==> src/rtl/sample_iterator_if.sv <==
// Bus between the bbox stage (R13 side) and the hash stage (R14 side) for sample_iterator.
// master = upstream/downstream environment, slave = the iterator itself.
interface sample_iterator_if #(
    parameter int SIGFIG      = 24,
    parameter int VERTS       = 3,
    parameter int AXIS        = 3,
    parameter int COLORS      = 3,
    parameter int NUM_SAMPLES = 2
);
    logic [VERTS-1:0][AXIS-1:0][SIGFIG-1:0]  tri_R13S;
    logic [COLORS-1:0][SIGFIG-1:0]           color_R13U;
    logic [1:0][1:0][SIGFIG-1:0]             box_R13S;
    logic                                    validTri_R13H;
    logic [3:0]                              subSample_RnnnnU;
    logic                                    halt_RnnnnL;
    logic [VERTS-1:0][AXIS-1:0][SIGFIG-1:0]  tri_R14S;
    logic [COLORS-1:0][SIGFIG-1:0]           color_R14U;
    logic [NUM_SAMPLES-1:0][1:0][SIGFIG-1:0] sample_R14S;
    logic [NUM_SAMPLES-1:0]                  validSamp_R14H;

    modport master (
        output tri_R13S, color_R13U, box_R13S, validTri_R13H, subSample_RnnnnU,
        input  halt_RnnnnL, tri_R14S, color_R14U, sample_R14S, validSamp_R14H
    );

    modport slave (
        input  tri_R13S, color_R13U, box_R13S, validTri_R13H, subSample_RnnnnU,
        output halt_RnnnnL, tri_R14S, color_R14U, sample_R14S, validSamp_R14H
    );
endinterface

==> src/rtl/sample_iterator.sv <==
// Walks a snapped bounding box on the MSAA sub-sample grid, NUM_SAMPLES x-adjacent samples per cycle.
// Optional SAMPLE_ITER_PERF_EN adds accepted-triangle and emitted-sample counters.

// One sample lane: x offset from the row cursor and its in-box test.
module sample_iterator_lane #(
    parameter int SIGFIG = 24,
    parameter int LANE   = 0
) (
    input  logic signed [SIGFIG-1:0] cur_x,
    input  logic signed [SIGFIG-1:0] step,
    input  logic signed [SIGFIG-1:0] ur_x,
    output logic signed [SIGFIG-1:0] samp_x,
    output logic                     samp_vld
);
    localparam logic signed [SIGFIG-1:0] LANE_K = SIGFIG'(LANE);

    always_comb begin
        samp_x   = cur_x + step * LANE_K;
        samp_vld = (samp_x <= ur_x);
    end
endmodule

module sample_iterator #(
    parameter int SIGFIG      = 24,
    parameter int RADIX       = 10,
    parameter int VERTS       = 3,
    parameter int AXIS        = 3,
    parameter int COLORS      = 3,
    parameter int NUM_SAMPLES = 2
) (
    input  logic clk,
    input  logic rst,
    sample_iterator_if.slave bus
`ifdef SAMPLE_ITER_PERF_EN
    ,
    output logic [31:0] triCount_RnnnnU,
    output logic [31:0] sampCount_RnnnnU
`endif
);
    typedef enum logic {WAIT, TEST} state_t;

    localparam logic signed [SIGFIG-1:0] STEP_1X  = SIGFIG'(1 << RADIX);
    localparam logic signed [SIGFIG-1:0] STEP_4X  = SIGFIG'(1 << (RADIX - 1));
    localparam logic signed [SIGFIG-1:0] STEP_16X = SIGFIG'(1 << (RADIX - 2));
    localparam logic signed [SIGFIG-1:0] STEP_64X = SIGFIG'(1 << (RADIX - 3));
    localparam logic signed [SIGFIG-1:0] NS_K     = SIGFIG'(NUM_SAMPLES);

    state_t state, state_nxt;

    logic [VERTS-1:0][AXIS-1:0][SIGFIG-1:0]  tri_q, tri_r14;
    logic [COLORS-1:0][SIGFIG-1:0]           color_q, color_r14;
    logic [NUM_SAMPLES-1:0][1:0][SIGFIG-1:0] samp_r14;
    logic [NUM_SAMPLES-1:0]                  vld_r14;

    logic signed [SIGFIG-1:0] ll_x, ll_y, ur_x, ur_y, step_q, cur_x, cur_y;
    logic signed [SIGFIG-1:0] step_dec, row_adv;
    logic signed [SIGFIG-1:0] in_ll_x, in_ll_y, in_ur_x, in_ur_y;
    logic                     accept, box_inv, wrap, last;

    logic [NUM_SAMPLES-1:0][SIGFIG-1:0] lane_x;
    logic [NUM_SAMPLES-1:0]             lane_vld;

    assign in_ll_x = $signed(bus.box_R13S[0][0]);
    assign in_ll_y = $signed(bus.box_R13S[0][1]);
    assign in_ur_x = $signed(bus.box_R13S[1][0]);
    assign in_ur_y = $signed(bus.box_R13S[1][1]);
    assign box_inv = (in_ur_x < in_ll_x) || (in_ur_y < in_ll_y);
    assign row_adv = step_q * NS_K;

    always_comb begin
        step_dec = STEP_1X;
        if      (bus.subSample_RnnnnU[3]) step_dec = STEP_1X;
        else if (bus.subSample_RnnnnU[2]) step_dec = STEP_4X;
        else if (bus.subSample_RnnnnU[1]) step_dec = STEP_16X;
        else if (bus.subSample_RnnnnU[0]) step_dec = STEP_64X;
    end

    genvar gi;
    generate
        for (gi = 0; gi < NUM_SAMPLES; gi++) begin : g_lane
            sample_iterator_lane #(
                .SIGFIG (SIGFIG),
                .LANE   (gi)
            ) u_lane (
                .cur_x    (cur_x),
                .step     (step_q),
                .ur_x     (ur_x),
                .samp_x   (lane_x[gi]),
                .samp_vld (lane_vld[gi])
            );
        end
    endgenerate

    always_ff @(posedge clk or posedge rst) begin
        if (rst) state <= WAIT;
        else     state <= state_nxt;
    end

    // Row wraps once the next group would start past ur_x; the last row is the one
    // whose successor would start past ur_y.
    always_comb begin
        state_nxt = state;
        accept    = 1'b0;
        wrap      = (cur_x + row_adv) > ur_x;
        last      = wrap && ((cur_y + step_q) > ur_y);
        case (state)
            WAIT: begin
                if (bus.validTri_R13H) begin
                    accept = 1'b1;
                    if (!box_inv) state_nxt = TEST;
                end
            end
            TEST: begin
                if (last) state_nxt = WAIT;
            end
            default: state_nxt = WAIT;
        endcase
    end

    always_ff @(posedge clk or posedge rst) begin
        if (rst) begin
            tri_q     <= '0;
            color_q   <= '0;
            ll_x      <= '0;
            ll_y      <= '0;
            ur_x      <= '0;
            ur_y      <= '0;
            step_q    <= '0;
            cur_x     <= '0;
            cur_y     <= '0;
            tri_r14   <= '0;
            color_r14 <= '0;
            samp_r14  <= '0;
            vld_r14   <= '0;
        end else begin
            vld_r14 <= '0;
            if (accept) begin
                tri_q   <= bus.tri_R13S;
                color_q <= bus.color_R13U;
                ll_x    <= in_ll_x;
                ll_y    <= in_ll_y;
                ur_x    <= in_ur_x;
                ur_y    <= in_ur_y;
                step_q  <= step_dec;
                cur_x   <= in_ll_x;
                cur_y   <= in_ll_y;
            end else if (state == TEST) begin
                tri_r14   <= tri_q;
                color_r14 <= color_q;
                vld_r14   <= lane_vld;
                for (int i = 0; i < NUM_SAMPLES; i++) begin
                    samp_r14[i][0] <= lane_x[i];
                    samp_r14[i][1] <= cur_y;
                end
                if (wrap) begin
                    cur_x <= ll_x;
                    cur_y <= cur_y + step_q;
                end else begin
                    cur_x <= cur_x + row_adv;
                end
            end
        end
    end

    assign bus.halt_RnnnnL    = (state == WAIT);
    assign bus.tri_R14S       = tri_r14;
    assign bus.color_R14U     = color_r14;
    assign bus.sample_R14S    = samp_r14;
    assign bus.validSamp_R14H = vld_r14;

`ifdef SAMPLE_ITER_PERF_EN
    always_ff @(posedge clk or posedge rst) begin
        if (rst) begin
            triCount_RnnnnU  <= '0;
            sampCount_RnnnnU <= '0;
        end else begin
            if (accept) triCount_RnnnnU <= triCount_RnnnnU + 32'd1;
            sampCount_RnnnnU <= sampCount_RnnnnU + 32'($countones(vld_r14));
        end
    end
`endif

    a_mode_onehot: assert property (@(posedge clk) disable iff (rst)
        accept |-> $onehot(bus.subSample_RnnnnU));
endmodule

==> src/flat_wrapper.sv <==
// flat-port wrapper written by rule: the top's interface ports become plain ports
module sample_iterator_flat 
#(
    parameter int SIGFIG      = 24,
    parameter int RADIX       = 10,
    parameter int VERTS       = 3,
    parameter int AXIS        = 3,
    parameter int COLORS      = 3,
    parameter int NUM_SAMPLES = 2
)
  (clk, rst, bus_tri_R13S, bus_color_R13U, bus_box_R13S, bus_validTri_R13H, bus_subSample_RnnnnU, bus_halt_RnnnnL, bus_tri_R14S, bus_color_R14U, bus_sample_R14S, bus_validSamp_R14H);
  sample_iterator_if #(.SIGFIG(SIGFIG), .VERTS(VERTS), .AXIS(AXIS), .COLORS(COLORS), .NUM_SAMPLES(NUM_SAMPLES)) bus_i ();
  input  logic clk;
  input  logic rst;
  input wire logic [$bits(bus_i.tri_R13S)-1:0] bus_tri_R13S;
  input wire logic [$bits(bus_i.color_R13U)-1:0] bus_color_R13U;
  input wire logic [$bits(bus_i.box_R13S)-1:0] bus_box_R13S;
  input wire logic [$bits(bus_i.validTri_R13H)-1:0] bus_validTri_R13H;
  input wire logic [$bits(bus_i.subSample_RnnnnU)-1:0] bus_subSample_RnnnnU;
  output wire logic [$bits(bus_i.halt_RnnnnL)-1:0] bus_halt_RnnnnL;
  output wire logic [$bits(bus_i.tri_R14S)-1:0] bus_tri_R14S;
  output wire logic [$bits(bus_i.color_R14U)-1:0] bus_color_R14U;
  output wire logic [$bits(bus_i.sample_R14S)-1:0] bus_sample_R14S;
  output wire logic [$bits(bus_i.validSamp_R14H)-1:0] bus_validSamp_R14H;
  assign bus_i.tri_R13S = bus_tri_R13S;
  assign bus_i.color_R13U = bus_color_R13U;
  assign bus_i.box_R13S = bus_box_R13S;
  assign bus_i.validTri_R13H = bus_validTri_R13H;
  assign bus_i.subSample_RnnnnU = bus_subSample_RnnnnU;
  assign bus_halt_RnnnnL = bus_i.halt_RnnnnL;
  assign bus_tri_R14S = bus_i.tri_R14S;
  assign bus_color_R14U = bus_i.color_R14U;
  assign bus_sample_R14S = bus_i.sample_R14S;
  assign bus_validSamp_R14H = bus_i.validSamp_R14H;
  sample_iterator #(.SIGFIG(SIGFIG), .RADIX(RADIX), .VERTS(VERTS), .AXIS(AXIS), .COLORS(COLORS), .NUM_SAMPLES(NUM_SAMPLES)) u_core (.clk(clk), .rst(rst), .bus(bus_i));
endmodule
==> config.mk <==
export PLATFORM = sky130hd
export DESIGN_NAME = sample_iterator_flat
export DESIGN_NICKNAME = d
export VERILOG_FILES = /design/src/rtl/sample_iterator_if.sv /design/src/rtl/sample_iterator.sv /design/src/flat_wrapper.sv
export SDC_FILE = /design/constraint.sdc
export NUM_CORES = 2
export LEC_CHECK = 0
export ABC_AREA = 1
export ABC_CLOCK_PERIOD_IN_PS = 24300
export BUFFER_PORTS_ARGS = -buffer_cell sky130_fd_sc_hd__buf_2
export CAP_MARGIN = 5
export CORE_AREA = 2 2 301 303
export CTS_BUF_LIST = sky130_fd_sc_hd__clkbuf_2
export CTS_CLUSTER_DIAMETER = 80
export DETAILED_ROUTE_END_ITERATION = 10
export DIE_AREA = 0 0 303 305
export SLEW_MARGIN = 5
export SYNTH_ARGS = -nofsm -noshare
export SYNTH_HDL_FRONTEND = slang
export SYNTH_HIERARCHICAL = 1
export SYNTH_SLANG_ARGS = --single-unit
export TNS_END_PERCENT = 10
==> constraint.sdc <==
create_clock -name clk -period 24.3 [get_ports clk]
set_input_delay 1.215 -clock clk [delete_from_list [all_inputs] [get_ports clk]]
set_output_delay 1.215 -clock clk [all_outputs]
set_load 0.01 [all_outputs]
; ---- After elaboration in Yosys (flattened, before gate mapping)
; Index checks and enable logic that the tools add are counted.
[word_totals]
regBits = 795
in_bits = 391
output_inout_bits = 387
elab_cells = 70
[op_classes]
add_sub_neg = 3
magnitude_cmp = 6
mux = 18
bitwise = 2
n_reduce_logical = 6
[op_table]
columns = cell, count
row1 = $mux 24, 9
row2 = $add 24x24->24, 3
row3 = $gt 24x24->1, 2
row4 = $le 24x24->1, 2
row5 = $lt 24x24->1, 2
row6 = $mux 11, 1
row7 = $mux 1, 5
row8 = $mux 2, 2
row9 = $reduce_and 2->1, 2
row10 = $reduce_bool 2->1, 2
row11 = $not 1->1, 2
row12 = $pmux 1 s2, 1
row13 = $logic_and 1x1->1, 1
row14 = $logic_or 1x1->1, 1

; ---- Longest topological paths before layout
[depth]
ltp_word = 5
depth_mapped = 25
mapped_depth_nobuf = 24

; ---- Hierarchy
; Netlist, hierarchy kept.
[by_module_without_submodules]
columns = mod, n_inst, cells_per_inst, area_each_um2, seq_area_each_um2
row1 = sample_iterator, 1, 3846, 32556.2, 19393.6
row2 = sample_iterator_lane at u_core.g_lane[1].u_lane, 1, 388, 2172.1, 0.0
row3 = sample_iterator_lane at u_core.g_lane[0].u_lane, 1, 136, 874.6, 0.0

; ---- Worst setup path before layout
; No wires, ideal clock.
[synth_path]
kind = register to register
from = reg u_core.cur_x[8]
to = reg u_core.cur_x[2]
setup_ns = 0.125
arrival_ns = 2.979
t_required_ns = 24.175
setup_slack_ns = 21.196
stages_incl_launch_ff = 24
n_path_buf = 1
synth_period_minus_slack_ns = 3.104
cell_sequence = dfrtp_1 ha_1 fa_1 nand3_1 nand3_1 nand2_1 nor2_1 nand2_1 xor2_1 inv_1 ha_1 nand4_1 inv_1 nand2_1 inv_1 nand2_1 nand3_1 nand2_1 nand3_4 nand2_4 nand2_2 buf_4 nand2_1 nand3_1
[synth_between]
elab_chain_cells = 5
[synth_lines]
columns = element, line
row1 = start: declaration, sample_iterator.sv:55  ; logic signed [SIGFIG-1:0] ll_x, ll_y, ur_x, ur_y, step_q, cur_x, cur_y;
row2 = start signal: assignment, sample_iterator.sv:145  ; cur_x <= in_ll_x;
row3 = start signal: assignment, sample_iterator.sv:156  ; cur_x <= ll_x;
row4 = start signal: assignment, sample_iterator.sv:159  ; cur_x <= cur_x + row_adv;
row5 = $add 24x24->24, sample_iterator.sv:104  ; wrap = (cur_x + row_adv) > ur_x;
row6 = $gt 24x24->1, sample_iterator.sv:104
row7 = $mux 24, sample_iterator.sv:155  ; if (wrap) begin
row8 = $mux 24, sample_iterator.sv:147  ; end else if (state == TEST) begin
row9 = $mux 24, sample_iterator.sv:137  ; if (accept) begin
; No other way between the ends. The select of a mux whose other input is x is not followed.
; A chain may end at the register's enable or synchronous reset.

; ---- Worst setup path in the final report
[layout_path]
from = reg u_core.state
to = out bus_halt_RnnnnL
[layout_between]
elab_chain_cells = 1
[layout_lines]
columns = element, line
row1 = start: declaration, sample_iterator.sv:48  ; state_t state, state_nxt;
row2 = start signal: assignment, sample_iterator.sv:96  ; else state <= state_nxt;
row3 = $not 1->1, sample_iterator.sv:165  ; assign bus.halt_RnnnnL = (state == WAIT);
row4 = end: declaration, flat_wrapper.sv:20  ; output wire logic [$bits(bus_i.halt_RnnnnL)-1:0] bus_halt_RnnnnL;
; No other way between the ends.

==> flow_summary.json <==
{
  "drive_gt1_frac": 0.202,
  "synthCells": 4370,
  "worst-path-stages": 2,
  "rsz0062_at_grt": "false",
  "r2r_end": "u_core/cur_y[23]$_DFFE_PP0P_",
  "synthAdderAreaFrac": 0.0625,
  "finalSetupViolations": 0,
  "firstDrtPassIters": 10,
  "startpoint_type": "flip-flop",
  "cts_resized": 0,
  "port_buffers": 777,
  "hp-class": "in2reg",
  "slew_headroom": 0.217,
  "grt_pass1_vias": 32600,
  "max_stage_delay_ns": 0.74,
  "synth_commonest_cells": "2414 x nand2_1, 775 x dfrtp_1, 267 x inv_1, 173 x ha_1, 144 x clkbuf_1",
  "synth_compound_area_frac": 0.0354,
  "cts_tree": "built",
  "clockBufferDepth": 3,
  "period_needed_ns": 4.27,
  "root_buffer": "clkbuf_2",
  "hold_viol": 0,
  "crit_path_start": "u_core/state$_DFF_PP0_",
  "r2r_slack_ns": 20.11,
  "yosysUniqueCellTypes": 37,
  "cap_viol_max_count": 0,
  "synth_top_area_share": 0.545,
  "cts.sinks": 775,
  "io_pins": 778,
  "async_flop_share": 1.00,
  "p_leak_nw": 26.5,
  "wire_per_inst_um": 17.1,
  "required_ns": 23.08,
  "dieArea_um2": 92400,
  "ys.flop_type": "dfrtp_1",
  "dp_hpwl_um": 80800,
  "vias": 32500,
  "grt_pass1_wl_um": 182000,
  "track_usage": 0.255,
  "worst_slew_pin_slew_ns": 1.17,
  "postPlaceCellArea_um2": 40200,
  "pwr-share-clk": 0.172,
  "slew_violations": 0,
  "ant_nets": 0,
  "drt_iter0_markers": 2453,
  "cpLargestDelayFamily": "buffers and inverters",
  "synthMostInstantiatedCell": "nand2_1",
  "gp_congestion": 0.918,
  "yosys.area_share.simple": 0.289,
  "finalCritPeriodShare": 0.176,
  "synth.area.mux_share": 0,
  "synthTopCellsByArea": "dfrtp_1 54%, nand2_1 25%, ha_1 6.1%",
  "vdd_drop_max_mv": 0.0540,
  "path_class": "reg2out",
  "cts_buffers": 203,
  "worst_r2r_path_depth": 21,
  "seq_power_share": 0.401,
  "die_h_um": 305,
  "initial_utilization": 0.399,
  "drt_wl_total_um": 118000,
  "synthesis.area_um2": 35600,
  "viasPerCell": 4.72,
  "critPathSlowestCell": "dfrtp_4",
  "hold_buffers": 390,
  "power_frac_comb": 0.427,
  "insertion_delay_ns": 1.48,
  "crit_arrival_ns": 3.06,
  "fmax_ghz": 0.234,
  "path_max_fanout": 123,
  "cp_cell_sequence": "inv_8, buf_2",
  "outcome": "complete, but fails checks",
  "postCtsSetupRepairBufs": 0,
  "tns_ns": 0,
  "p_int_mw": 3.00,
  "violations": "DRC",
  "ys_warn_count": 6,
  "critPathCaptureType": "primary output",
  "synth_edf_count": 0,
  "ys_ff_latch": 775,
  "fin_worst_skew_ns": 0.0991,
  "htreeDepth": 4,
  "yosysTopAreaCell": "dfrtp_1",
  "synth_xor_area_frac": 0.00984,
  "timing.rr.start": "u_core/step_q[9]$_DFFE_PP0P_",
  "rows": 110,
  "finalPower_mw": 5.42,
  "clk_pin_slew_ns": 0.08,
  "synth_top_family_by_area": "simple AND/OR/NAND/NOR gates",
  "p_switching_mw": 2.42,
  "die_w_um": 303,
  "yosysSeqAreaShare": 0.545,
  "core-area_um2": 89300,
  "drc": 62,
  "finalNetCount": 6128,
  "cp-endpoint": "bus_halt_RnnnnL",
  "antenna_found_initial": 16,
  "grt_max_degree": 189,
  "syn_area_per_cell_um2": 8.15,
  "area_delta_synth_final_pct": 29.2,
  "cellPowerDensity_nw_per_um2": 118,
  "swShare": 0.446,
  "gr-total-overflow": 0,
  "final_area_um2": 46000,
  "path_buf_inv": 2
}
cells by family (layout without fill, tap and decap cells):
| logic type | after synthesis | in the layout |
|---|---|---|
| adder cells (fa/ha/maj) | 176 | 176 |
| buffers and inverters | 493 | 1802 |
| AO/OA/AOI/OAI | 241 | 241 |
| flip-flops | 775 | 775 |
| other | 1 | 33 |
| AND/OR/NAND/NOR | 2644 | 2644 |
| XOR/XNOR | 40 | 40 |
stage by stage:
| step | setup WS [ns] | hold WS [ns] | util | std cells |
|---|---|---|---|---|
| floorplan | 1.33 | 0.442 | - | 4390 |
| global placement | 19.67 | 0.448 | 0.450 | 6142 |
| detailed placement | 19.68 | 0.453 | 0.450 | 6142 |
| CTS | 19.72 | 0.0419 | 0.515 | 6875 |
| global route | 19.74 | 0.169 | 0.515 | 6886 |
| finish | 20.03 | 0.393 | 0.515 | 6887 |
worst min path at each step:
| stage | startpoint | endpoint | slack, ns | cells past startpoint |
|---|---|---|---|---|
| 6_report | bus_box_R13S[43] | u_core/cur_y[19]$_DFFE_PP0P_ | 0.39 | 5 |
| 5_1_grt | bus_box_R13S[43] | u_core/cur_y[19]$_DFFE_PP0P_ | 0.17 | 5 |
| 4_1_cts | bus_box_R13S[43] | u_core/cur_y[19]$_DFFE_PP0P_ | 0.04 | 5 |
| 3_5_place_dp | u_core/bus.sample_R14S[5]$_DFFE_PP0P_ | u_core/bus.sample_R14S[5]$_DFFE_PP0P_ | 0.45 | 2 |
| 3_3_place_gp | u_core/bus.sample_R14S[65]$_DFFE_PP0P_ | u_core/bus.sample_R14S[65]$_DFFE_PP0P_ | 0.45 | 2 |
| 2_1_floorplan | u_core/color_q[0]$_DFFE_PP0P_ | u_core/color_q[0]$_DFFE_PP0P_ | 0.44 | 2 |
sequential cells by signal, summed over array words and instances, names as in the netlist:
name / cells
u_core/ur_y: 24
u_core/bus.color_R14U: 72
u_core/bus.validSamp_R14H: 2
u_core/ur_x: 24
u_core/state: 1
u_core/ll_x: 24
u_core/step_q: 4
u_core/cur_x: 24
u_core/bus.tri_R14S: 216
u_core/cur_y: 24
u_core/color_q: 72
u_core/tri_q: 216
u_core/bus.sample_R14S: 72
worst reg2reg max path, delay by kind of cell (launching register included):
| kind | cells | cell delay (ns) |
|---|---|---|
| AND/OR/NAND/NOR | 15 | 2.07 |
| XOR/XNOR | 1 | 0.18 |
| adder cells (fa/ha/maj) | 2 | 0.78 |
| AO/OA/AOI/OAI | 1 | 0.23 |
| buffers and inverters | 2 | 0.33 |
| flip-flops | 1 | 0.47 |
layout by cell type (no fill, tap or decap), drive strengths merged, types with 66 or more instances in the layout:
cell and n:
nand2 2430, inv 276, ha 173, o21ai 131, nor2 85, dlygate4sd3 390
a21oi 90, buf 799, clkbuf 291, nand3 66, dfrtp 775
power by group through the flow:
stage	clock, mW	combinational, mW	sequential (mW)
after floorplan	0	1.38	2.23
after global placement	0	2.21	2.17
after detailed placement	0	2.25	2.18
after CTS	0.975	2.31	2.17
after global routing	1.04	2.62	2.24
final	0.933	2.32	2.17
final cells by class:
| class | instances | area (um2) |
|---|---|---|
| Tap cell | 1176 | 1470 |
| Multi-Input combinational cell | 3122 | 14200 |
| Inverter | 270 | 1040 |
| Fill cell | 8615 | 43300 |
| Clock inverter | 52 | 383 |
| Sequential cell | 775 | 19400 |
| Antenna cell | 12 | 30.0 |
| Clock buffer | 291 | 1460 |
| Timing Repair Buffer | 1189 | 8010 |
layer usage:
metal	global-route usage	routed length, um	vias to the layer above
li1	-	-	15900
met1	0.322	49200	15100
met2	0.400	54500	1189
met3	0.0635	8250	312
met4	0.139	5990	8
met5	0	55	-
Note: power is estimated with default switching activity, not from simulation.
